`src/rtl/multi_way_signal_ctrl.sv`:
```
// Round-robin traffic-light controller for N_WAYS approaches with min/max green timing.
// Optional emergency preemption is enabled by defining EMERGENCY_PREEMPT_EN.
module multi_way_signal_ctrl #(
  parameter int unsigned N_WAYS      = 4,
  parameter int unsigned CNT_W       = 4,
  parameter int unsigned MIN_GREEN   = 2,
  parameter int unsigned MAX_GREEN   = 6,
  parameter int unsigned YELLOW_TIME = 2,
  parameter int unsigned ALLRED_TIME = 1
) (
  input  logic                      clk,
  input  logic                      rst,
  input  logic [N_WAYS-1:0]         waiting,
`ifdef EMERGENCY_PREEMPT_EN
  input  logic                      preempt,
  input  logic [$clog2(N_WAYS)-1:0] preempt_way,
`endif
  output logic [N_WAYS-1:0]         red,
  output logic [N_WAYS-1:0]         yellow,
  output logic [N_WAYS-1:0]         green,
  output logic [$clog2(N_WAYS)-1:0] active_way,
  output logic [3:0]                phase
);

  localparam int unsigned AW = $clog2(N_WAYS);

  localparam logic [CNT_W-1:0] MinG    = CNT_W'(MIN_GREEN);
  localparam logic [CNT_W-1:0] MaxG    = CNT_W'(MAX_GREEN);
  localparam logic [CNT_W-1:0] YellowT = CNT_W'(YELLOW_TIME);
  localparam logic [CNT_W-1:0] AllredT = CNT_W'(ALLRED_TIME);
  localparam logic [CNT_W-1:0] One     = CNT_W'(1);

  typedef enum logic [3:0] {
    StReset  = 4'b0001,
    StAllRed = 4'b0010,
    StGreen  = 4'b0100,
    StYellow = 4'b1000
  } phase_e;

  phase_e             phase_q, phase_d;
  logic [CNT_W-1:0]   timer_q, timer_d;
  logic [AW-1:0]      way_q, way_d;
  logic [N_WAYS-1:0]  red_q, red_d, yellow_q, yellow_d, green_q, green_d;

  logic [N_WAYS-1:0]  way_mask;
  logic               others_wait;
  logic               leave_green;
  logic               found;
  logic [AW-1:0]      grant;
  logic [AW-1:0]      idx;

  // Round-robin scan starting just after the current way; falls back to way+1.
  always_comb begin
    grant = AW'((32'(way_q) + 32'd1) % N_WAYS);
    idx   = '0;
    found = 1'b0;
    for (int unsigned k = 1; k <= N_WAYS; k++) begin
      idx = AW'((32'(way_q) + k) % N_WAYS);
      if (!found && waiting[idx]) begin
        found = 1'b1;
        grant = idx;
      end
    end
  end

  always_comb begin
    way_mask        = '0;
    way_mask[way_q] = 1'b1;
    others_wait     = |(waiting & ~way_mask);
`ifdef EMERGENCY_PREEMPT_EN
    if (preempt) begin
      leave_green = (preempt_way != way_q);
    end else begin
      leave_green = (timer_q >= MinG) && others_wait && (!waiting[way_q] || timer_q >= MaxG);
    end
`else
    leave_green = (timer_q >= MinG) && others_wait && (!waiting[way_q] || timer_q >= MaxG);
`endif
  end

  always_comb begin
    phase_d = phase_q;
    timer_d = timer_q;
    way_d   = way_q;
    case (phase_q)
      StReset: begin
        phase_d = StAllRed;
        timer_d = One;
      end
      StAllRed: begin
        if (timer_q >= AllredT) begin
          phase_d = StGreen;
          timer_d = One;
`ifdef EMERGENCY_PREEMPT_EN
          way_d   = preempt ? preempt_way : grant;
`else
          way_d   = grant;
`endif
        end else begin
          timer_d = timer_q + One;
        end
      end
      StGreen: begin
        if (leave_green) begin
          phase_d = StYellow;
          timer_d = One;
        end else begin
          timer_d = (timer_q >= MaxG) ? MaxG : timer_q + One;
        end
      end
      StYellow: begin
        if (timer_q >= YellowT) begin
          phase_d = StAllRed;
          timer_d = One;
        end else begin
          timer_d = timer_q + One;
        end
      end
      default: begin
        phase_d = StAllRed;
        timer_d = One;
      end
    endcase
  end

  // Lamps are decoded from the next state so the registered lamps always match phase.
  always_comb begin
    red_d    = '1;
    yellow_d = '0;
    green_d  = '0;
    if (phase_d == StGreen) begin
      green_d[way_d] = 1'b1;
      red_d[way_d]   = 1'b0;
    end else if (phase_d == StYellow) begin
      yellow_d[way_d] = 1'b1;
      red_d[way_d]    = 1'b0;
    end
  end

  always_ff @(posedge clk or posedge rst) begin
    if (rst) begin
      phase_q  <= StReset;
      timer_q  <= '0;
      way_q    <= AW'(N_WAYS - 1);
      red_q    <= '1;
      yellow_q <= '0;
      green_q  <= '0;
    end else begin
      phase_q  <= phase_d;
      timer_q  <= timer_d;
      way_q    <= way_d;
      red_q    <= red_d;
      yellow_q <= yellow_d;
      green_q  <= green_d;
    end
  end

  assign red        = red_q;
  assign yellow     = yellow_q;
  assign green      = green_q;
  assign active_way = way_q;
  assign phase      = phase_q;

endmodule

```
`config.mk`:
```
export PLATFORM = sky130hd
export DESIGN_NAME = multi_way_signal_ctrl
export DESIGN_NICKNAME = d
export VERILOG_FILES = /design/src/rtl/multi_way_signal_ctrl.sv
export SDC_FILE = /design/constraint.sdc
export NUM_CORES = 1
export LEC_CHECK = 0
export ABC_AREA = 1
export ABC_CLOCK_PERIOD_IN_PS = 5560
export BUFFER_PORTS_ARGS = -buffer_cell sky130_fd_sc_hd__buf_4
export CORE_ASPECT_RATIO = 0.5
export CORE_UTILIZATION = 50
export DETAILED_ROUTE_END_ITERATION = 6
export PLACE_DENSITY = 0.75
export SYNTH_ARGS = -nofsm -noshare
export SYNTH_HDL_FRONTEND = slang
export SYNTH_SLANG_ARGS = --single-unit
export TNS_END_PERCENT = 1
```
`constraint.sdc`:
```
create_clock -name clk -period 5.56 [get_ports clk]
set_input_delay 0.556 -clock clk [delete_from_list [all_inputs] [get_ports clk]]
set_output_delay 0.556 -clock clk [all_outputs]
set_load 0.03 [all_outputs]
```
Word-level counts from Yosys, hierarchy flattened
Cells that the tools add are included.
- add/sub/neg operators: 5
- magnitude comparators: 11
- equality and inequality tests: 5
- muxes and demuxes: 36
- bitwise gates (word level): 3
- reductions and logical operators: 13
- operators by type and width (kind ; count):
    two-way mux 4 bit ; 12
    case mux 4 bit (3 select lines) ; 2
    < comparator 2 x 3 -> 1 bit (second input constant) ; 6
    binary-select mux 1 bit (select 2 bit) ; 5
    two-way mux 1 bit ; 10
    two-way mux 2 bit ; 5
    equality test 4 x 3 -> 1 bit (second input constant) ; 2
    equality test 4 bit (second input constant) ; 2
    NOT 4 bit ; 2
    logical AND 1 bit ; 7
    adder 2 x 1 -> 2 bit (second input constant) ; 2
    adder 2 bit (second input constant) ; 2
    adder 4 x 1 -> 4 bit (second input constant) ; 1
    AND 4 bit ; 1
    demux 1 bit (select 2 bit) ; 2
    equality test 4 x 2 -> 1 bit (second input constant) ; 1
    >= comparator 2 x 1 -> 1 bit (second input constant) ; 2
    >= comparator 4 x 1 -> 1 bit (second input constant) ; 1
    >= comparator 4 x 2 -> 1 bit (second input constant) ; 1
    >= comparator 4 x 3 -> 1 bit (second input constant) ; 1
    logical NOT 1 bit ; 4
    OR reduction 4 bit ; 1
    logical OR 1 bit ; 1
- flip-flop bits (word level): 22
- output and inout bits: 18
- logic and storage cells: 79

Logic depth before layout (Yosys ltp)
Gate-level depths: netlist of the first run.
- depth in word-level cells: 22
- mapped depth: 15

Worst setup path before layout of the first run
Ideal clock, no wire load.
- path type: register -> register
- start: register way_q[0], in the netlist active_way[0]
- end: register green_q[3], in the netlist green[3]
- library setup time: 116 ps
- arrival: 2014 ps
- required time: 5444 ps
- setup slack: 3430 ps
- stages on the path, launching flop included: 16
- path buffers: 1
- cells stage by stage: dfstp_2 -> buf_6 -> inv_8 -> ha_1 -> inv_1 -> nand3_2 -> nand2_4 -> nand2_4 -> inv_2 -> nand2_4 -> nand3_2 -> nand2_2 -> nand2_4 -> inv_4 -> nand2_2 -> nor2_1
- word-level cells in the longest chain between the ends: 20
- elaborated cells between the ends (all ways): 49
- those cells by class: add/sub: 4; order compare: 4; eq/ne: 1; mux: 25; bitwise: 2; reduce/logical: 13
- ends and longest elaborated chain (what ; line ; RTL):
    start: declaration ; 42 ; logic [AW-1:0] way_q, way_d;
    start signal: assignment ; 144 ; way_q <= AW'(N_WAYS - 1);
    start signal: assignment ; 151 ; way_q <= way_d;
    adder 2 x 1 -> 2 bit ; 54, 58 ;
    binary-select mux 1 bit (select 2 bit) ; 59 ; if (!found && waiting[idx]) begin
    two-way mux 1 bit (not written as such) ; 59 ;
    two-way mux 1 bit ; 59 ;
    logical NOT 1 bit ; 59 ;
    logical AND 1 bit ; 59 ;
    two-way mux 1 bit ; 59 ;
    logical NOT 1 bit ; 59 ;
    [6 not listed] ; n/a ;
    two-way mux 2 bit (*) ; 85 ; case (phase_q)
    named net way_d[0] ; 42 ;
    < comparator 2 x 3 -> 1 bit (not written as such) or >= comparator 2 x 1 -> 1 bit (tied branches) ; 132 ; green_d[way_d] = 1'b1;
    logical AND 1 bit (not written as such) ; 132 ;
    two-way mux 1 bit (not written as such) ; 132 ;
    demux 1 bit (select 2 bit) (*) ; 132 ;
    two-way mux 4 bit (*) ; 131 ; if (phase_d == StGreen) begin
    named net green_d[3] ; 43 ; logic [N_WAYS-1:0] red_q, red_d, yellow_q, yellow_d, green_q, green_d;
    end signal: assignment ; 154 ; green_q <= green_d;
    end: declaration ; 43 ;
The timed path passes the listed nets; every way through them passes the cells marked *. The select of a mux whose other input is x is not followed.

Worst setup path after layout of the first run
- start: register way_q[0], in the netlist active_way[0]
- end: register yellow_q[0], in the netlist yellow[0]
- word-level cells in the longest chain between the ends: 21
- elaborated cells between the ends (all ways): 51
- those cells by class: add/sub: 4; order compare: 4; eq/ne: 2; mux: 26; bitwise: 2; reduce/logical: 13
- ends and longest elaborated chain (what ; line ; RTL):
    adder 2 x 1 -> 2 bit ; 54, 58 ;
    binary-select mux 1 bit (select 2 bit) ; 59 ;
    two-way mux 1 bit (not written as such) ; 59 ;
    two-way mux 1 bit ; 59 ;
    logical NOT 1 bit ; 59 ;
    logical AND 1 bit ; 59 ;
    two-way mux 1 bit ; 59 ;
    logical NOT 1 bit ; 59 ;
    [6 not listed] ; n/a ;
    two-way mux 2 bit ; 85 ;
    < comparator 2 x 3 -> 1 bit (not written as such) or >= comparator 2 x 1 -> 1 bit (tied branches) ; 135 ; yellow_d[way_d] = 1'b1;
    logical AND 1 bit (not written as such) ; 135 ;
    two-way mux 1 bit (not written as such) ; 135 ;
    demux 1 bit (select 2 bit) ; 135 ;
    two-way mux 4 bit ; 134 ; end else if (phase_d == StYellow) begin
    two-way mux 4 bit (*) ; 131 ;
    named net yellow_d[0] ; 43 ;
    end signal: assignment ; 153 ; yellow_q <= yellow_d;
    end: declaration ; 43 ;
Marks and branches as above.

==> flow_metrics.env, run 1 <==
export IMPL_grt_setup_unrepaired="no"
export IMPL_hold_path_class="input port to asynchronous set/reset pin"
export IMPL_initial_core_util_pct=54.2
export IMPL_synth_edf_count=0
export IMPL_grtUsageTotal_pct=19.8
export IMPL_clk_pin_slew_worst_paths_ns=0.08
export IMPL_yosys_register_bits=22
export IMPL_yosys_area_top_type_share_pct=26.1
export IMPL_status="finished, final reports clean"
export IMPL_total_power_mw=1.02
export IMPL_drc=0
export IMPL_drt_iter0_drc=38
export IMPL_max_clock_path_buffers=2
export IMPL_gp_congestion=0.746
export IMPL_fillCellCount=227
export IMPL_post_cts_buffers=0
export IMPL_core_area_um2=2650
export IMPL_period_needed_ns=2.23
export IMPL_synth_top_flop_cell="dfrtp_1"
export IMPL_clk_latency_ns=0.26
export IMPL_cts_resized=0
export IMPL_ys_seq_area_share_pct=38.9
export IMPL_crit_chain="inv_8, ha_1, inv_1, nand3_2, nand2_4, nand2_4, nand2_1, inv_1, nor2_1, nor2_1, nor2_2, nand2_1, nor2_1"
export IMPL_syn_avg_cell_area_um2=8.65
export IMPL_async_flop_share_pct=100
export IMPL_final_cell_area_um2=1720
export IMPL_grt_pass1_vias=1018
export IMPL_finalWirelength_um=2720
export IMPL_irDropWorstVdd_mv=0.309
export IMPL_ant_nets=0
export IMPL_p_per_area_nw_per_um2=594
export IMPL_fin_skew_ns=0.00251
export IMPL_io_buffer_count=23
export IMPL_cp_arrival_ns=2.42
export IMPL_synth_top_area_cell="dfrtp_1"
export IMPL_cts_tree="built"
export IMPL_slew_violations=0
export IMPL_fin_nets=208
export IMPL_dieArea_um2=3100
export IMPL_fp_dieH_um=39.9
export IMPL_drive_above_1_share_pct=38.9
export IMPL_cpPeakStageDelay_ns=0.70
export IMPL_regArea_um2=559
export IMPL_wire_per_inst_um=11.8
export IMPL_netlist_area_um2=1440
export IMPL_multiInputGateArea_um2=762
export IMPL_dp_hpwl_um=2150
export IMPL_min_period_over_period_pct=40.0
export IMPL_worst_path_max_delay_cell="dfstp_2"
export IMPL_grt_max_degree=23
export IMPL_setup_violations=0
export IMPL_cts_root_buf="clkbuf_8"
export IMPL_worst_pin_slew_ns=0.790
export IMPL_grt_overflow=0
export IMPL_placementRows=13
export IMPL_worstSetupEndpointType="register"
export IMPL_antenna_found_initial=0
export IMPL_hold_violations=0
export IMPL_die_w_um=77.8
export IMPL_maxCapViolCount=0
export IMPL_worst_slew_margin_rel_pct=47.3
export IMPL_cts_made_buffers=3
export IMPL_yosysUniqueCellTypes=31
export IMPL_cp_max_fo=11
export IMPL_synth_warnings=0
export IMPL_placed_cell_area_um2=1650
export IMPL_cp_required_ns=5.76
export IMPL_cp_start_kind="register"
export IMPL_io_pins=24
export IMPL_yosysMostFrequentCell="nand2_1"
export IMPL_grt_pass1_wl_um=4440
export IMPL_crit_top_cell="nor2_1"
export IMPL_synth_common_cells="nand2_1, inv_1, nand3_1"
export IMPL_max_freq_ghz=0.449
export IMPL_dr_pass1_iters=4
export IMPL_path_class="register to register"
export IMPL_vias_per_cell=4.86
export IMPL_holdBufCountCts=0
export IMPL_syn_inst=166
export IMPL_p_leak_nw=0.906
export IMPL_vias=1117
export IMPL_ys_top_cells_by_area="dfrtp_1, dfstp_2, nand2_1"
export IMPL_area_delta_synth_final_pct=19.7
export IMPL_htree_levels=1
export IMPL_fin_tns_setup_ns=0
export IMPL_insertedDiodeCount=0
export IMPL_cts_sinks=22
## critical path: cells and delay by family, from the launching register on
kind | cells | cell delay, ns
AND/OR/NAND/NOR | 9 | 0.85
flip-flops | 1 | 0.70
adder cells (fa/ha/maj) | 1 | 0.37
buffers and inverters | 3 | 0.24
## sequential cells by signal, indices dropped and copies added (netlist names)
| register | flops |
|---|---|
| active_way | 2 |
| green | 4 |
| phase | 4 |
| red | 4 |
| timer_q | 4 |
| yellow | 4 |
## power breakdown
group          switching (mW)  internal (mW)
Combinational           0.415          0.207
Clock                  0.0496         0.0961
Sequential             0.0428          0.211
## per-layer routing
metal	vias up	global-route usage, %	wire, um
met4	0	9.91	50
met1	496	24.1	1330
met3	6	6.05	147
li1	586	-	-
met5	-	0	0
met2	29	33.4	1200
## layout by cell type, fill, tap and decap left out
cell type	netlist	final
o21ai_4	1	1
nor2_4	1	1
nand2_2	9	9
inv_1	16	16
inv_2	8	8
nor2_8	1	1
nand3_2	5	5
clkbuf_8	0	3
inv_8	1	1
or2_1	1	1
o211ai_1	3	3
nand3_1	16	16
o22ai_1	4	4
nor3_1	2	2
o21a_1	2	2
nor2_2	3	3
xor2_1	1	1
nand4_2	2	2
a21boi_1	1	1
o21ai_1	1	1
ha_1	8	8
nor2_1	14	14
buf_4	0	23
inv_4	1	1
dfrtp_1	15	15
nand2_4	7	7
bufinv_16	0	1
a21oi_1	1	1
nor3_2	2	2
nand3b_1	1	1
nand2_1	30	30
dfstp_2	7	7
conb_1	1	2
## worst paths after layout
kind,slack (ns),endpoint,depth (start not counted),start
max in group asynchronous,4.63,timer_q[0],2,rst
max reg2reg,3.33,yellow[0],13,active_way[0]
min in group clk,0.63,active_way[1],2,active_way[1]
max,3.33,yellow[0],13,active_way[0]
min,0.44,phase[1],2,rst
min reg2reg,0.63,active_way[1],2,active_way[1]
## area by class of cell
cell class	count	area share, %
multi-input cells	118	44.3
flip-flops and latches	22	32.5
repair buffers	23	10.0
inverters	26	6.26
well taps	37	2.69
clock buffers	3	2.40
clock inverters	1	1.75
## cell families (layout without fill, tap and decap cells)
group,Yosys count,after routing,synth area share (%)
AO/OA/AOI/OAI,13,13,6.71
XOR/XNOR,1,1,0.610
adder cells (fa/ha/maj),8,8,6.97
buffers and inverters,27,53,8.28
flip-flops,22,22,38.9
other,1,2,0.261
AND/OR/NAND/NOR,94,94,38.2
## metrics by stage
stage                     std cells  util, %  hold slack, ns  worst slack, ns
after floorplan                 167        -           0.540             3.43
after global placement          226     62.2           0.612             3.37
after detailed placement        226     62.2           0.622             3.33
after CTS                       230     64.8           0.464             3.33
after global routing            230     64.8           0.501             3.10
final                           230     64.8           0.442             3.33
(Power assumes the default switching activity.)
==> run 2: changes to the inputs <==
- ABC_CLOCK_PERIOD_IN_PS: 5560 -> 2140
- clock period: 5.56 -> 2.14 ns (I/O delays scaled with it)
==> flow_metrics.env, run 2 (synthesis results as in run 1) <==
export IMPL_vias_per_cell=5.08
export IMPL_worst_pin_slew_ns=0.813
export IMPL_clk_latency_ns=0.26
export IMPL_p_int_mw=1.39
export IMPL_combPwrFrac_pct=63.8
export IMPL_dp_worst_setup_slack_ns=0.0626
export IMPL_hold_path_class="input port to asynchronous set/reset pin"
export IMPL_dr_pass1_iters=4
export IMPL_die_w_um=77.8
export IMPL_cts_tree="built"
export IMPL_path_class="register to register"
export IMPL_grt_busiest_layer="met2"
export IMPL_fin_tns_setup_ns=0
export IMPL_ant_nets=0
export IMPL_insertedDiodeCount=0
export IMPL_grtUsageTotal_pct=21.9
export IMPL_worst_path_max_delay_cell="dfstp_2"
export IMPL_grt_overflow=0
export IMPL_gp_congestion=0.812
export IMPL_cpPeakStageDelay_ns=0.59
export IMPL_cts_made_buffers=3
export IMPL_cts_root_buf="clkbuf_8"
export IMPL_clk_pin_slew_worst_paths_ns=0.08
export IMPL_period_needed_ns=1.95
export IMPL_use_met3_pct=3.49
export IMPL_grt_pass1_wl_um=5100
export IMPL_final_common_cell="nand2_1"
export IMPL_irDropWorstVdd_mv=0.836
export IMPL_drive_above_1_share_pct=42.1
export IMPL_grt_pass1_vias=1096
export IMPL_status="finished, final reports clean"
export IMPL_vias=1179
export IMPL_cp_required_ns=2.34
export IMPL_seq_power_share_pct=22.1
export IMPL_cp_max_fo=9
export IMPL_cp_arrival_ns=2.15
export IMPL_fillCellCount=224
export IMPL_antenna_found_initial=0
export IMPL_dp_hpwl_um=2310
export IMPL_min_period_over_period_pct=91.2
export IMPL_max_clock_path_buffers=2
export IMPL_io_buffer_count=23
export IMPL_rrSetupSlack_ns=0.19
export IMPL_worst_slew_margin_rel_pct=45.8
export IMPL_multiInputGateArea_um2=782
export IMPL_area_delta_synth_final_pct=22.1
export IMPL_io_pins=24
export IMPL_crit_top_cell="nor2_1"
export IMPL_stdcell_count=232
export IMPL_worstSetupEndpointType="register"
export IMPL_switching_power_mw=1.38
export IMPL_p_leak_nw=0.915
export IMPL_setup_violations=0
export IMPL_place_inst=228
export IMPL_htree_levels=1
export IMPL_met2_usage_pct=37.6
export IMPL_crit_family="simple AND/OR/NAND/NOR gates"
export IMPL_fin_hold_ws_ns=0.103
export IMPL_hold_violations=0
export IMPL_holdBufCountCts=0
export IMPL_fin_skew_ns=0.00161
export IMPL_maxCapViolCount=0
export IMPL_core_area_um2=2650
export IMPL_max_freq_ghz=0.512
export IMPL_total_power_mw=2.78
export IMPL_slew_violations=0
export IMPL_finalWirelength_um=3000
export IMPL_crit_chain="inv_8, ha_4, inv_2, nand3_2, nand2_4, nand2_4, nand2_2, inv_1, nor2_1, nor2_1, nor2_2, nand2_2, nor2_1"
export IMPL_cp_start_kind="register"
export IMPL_cts_sinks=22
export IMPL_regArea_um2=559
export IMPL_grt_max_degree=23
export IMPL_path_buf_inv=3
export IMPL_grt_use_met1_pct=30.8
export IMPL_drc=0
export IMPL_final_cell_mix="nand2_1, buf_4, nand3_1"
export IMPL_p_clk_share_pct=14.0
export IMPL_dieArea_um2=3100
export IMPL_netSwitchingFraction_pct=49.8
export IMPL_fp_dieH_um=39.9
export IMPL_drt_iter0_drc=22
export IMPL_wire_per_inst_um=12.9
export IMPL_initial_core_util_pct=54.2
export IMPL_placementRows=13
export IMPL_p_per_area_nw_per_um2=1580
export IMPL_fin_nets=210
export IMPL_final_setup_worst_slack_ns=0.189
==> run 2: layout make-up <==
type	instances	share of cell area (%)
Clock inverter	1	1.71
Timing Repair Buffer	25	10.7
Inverter	26	6.13
Tap cell	37	2.64
Sequential cell	22	31.9
Multi-Input combinational cell	118	44.6
Clock buffer	3	2.35
==> run 2: worst register-to-register path: cells and delay by family, from the launching register on <==
kind | cells | cell delay [ns]
buffers and inverters | 3 | 0.17
DFF | 1 | 0.59
adders and majority gates | 1 | 0.26
and+or+nand+nor | 9 | 0.86
==> run 2: per-stage QoR <==
step / utilization [%] / area [um2]
floorplan: - / 1440
global placement: 62.7 / 1660
detailed placement: 62.7 / 1660
CTS: 65.4 / 1730
global route: 66.2 / 1750
finish: 66.2 / 1750
==> run 2: path summary, 6_finish.rpt <==
kind                                from       endpoint  depth (start not counted)
max in group asynchronous            rst     timer_q[3]                          2
max                        active_way[0]       green[0]                         13
min in group clk              waiting[3]  active_way[1]                          8
max reg2reg                active_way[0]       green[0]                         13
min reg2reg                   timer_q[2]     timer_q[2]                          2
min                                  rst       phase[1]                          2
==> run 2: power groups by stage <==
stage	Clock (mW)	Sequential, mW	Combinational, mW
floorplan	0	0.806	1.14
global placement	0	0.618	1.67
detailed placement	0	0.623	1.70
CTS	0.392	0.615	1.71
global route	0.406	0.629	1.97
finish	0.389	0.615	1.77
==> run 2: repair_timing <==
| action | 4_1_cts | 5_1_grt |
|---|---|---|
| resized for setup | 0 | 6 |
| buffers inserted | 0 | 0 |
| endpoints found under the setup margin | 0 | 12 |
==> run 2: routing by layer <==
| metal | part of all wire (%) | vias up |
|---|---|---|
| met5 | 0 | - |
| met2 | 44 | 30 |
| met1 | 52 | 559 |
| met4 | 0.57 | 0 |
| li1 | - | 586 |
| met3 | 3.7 | 4 |
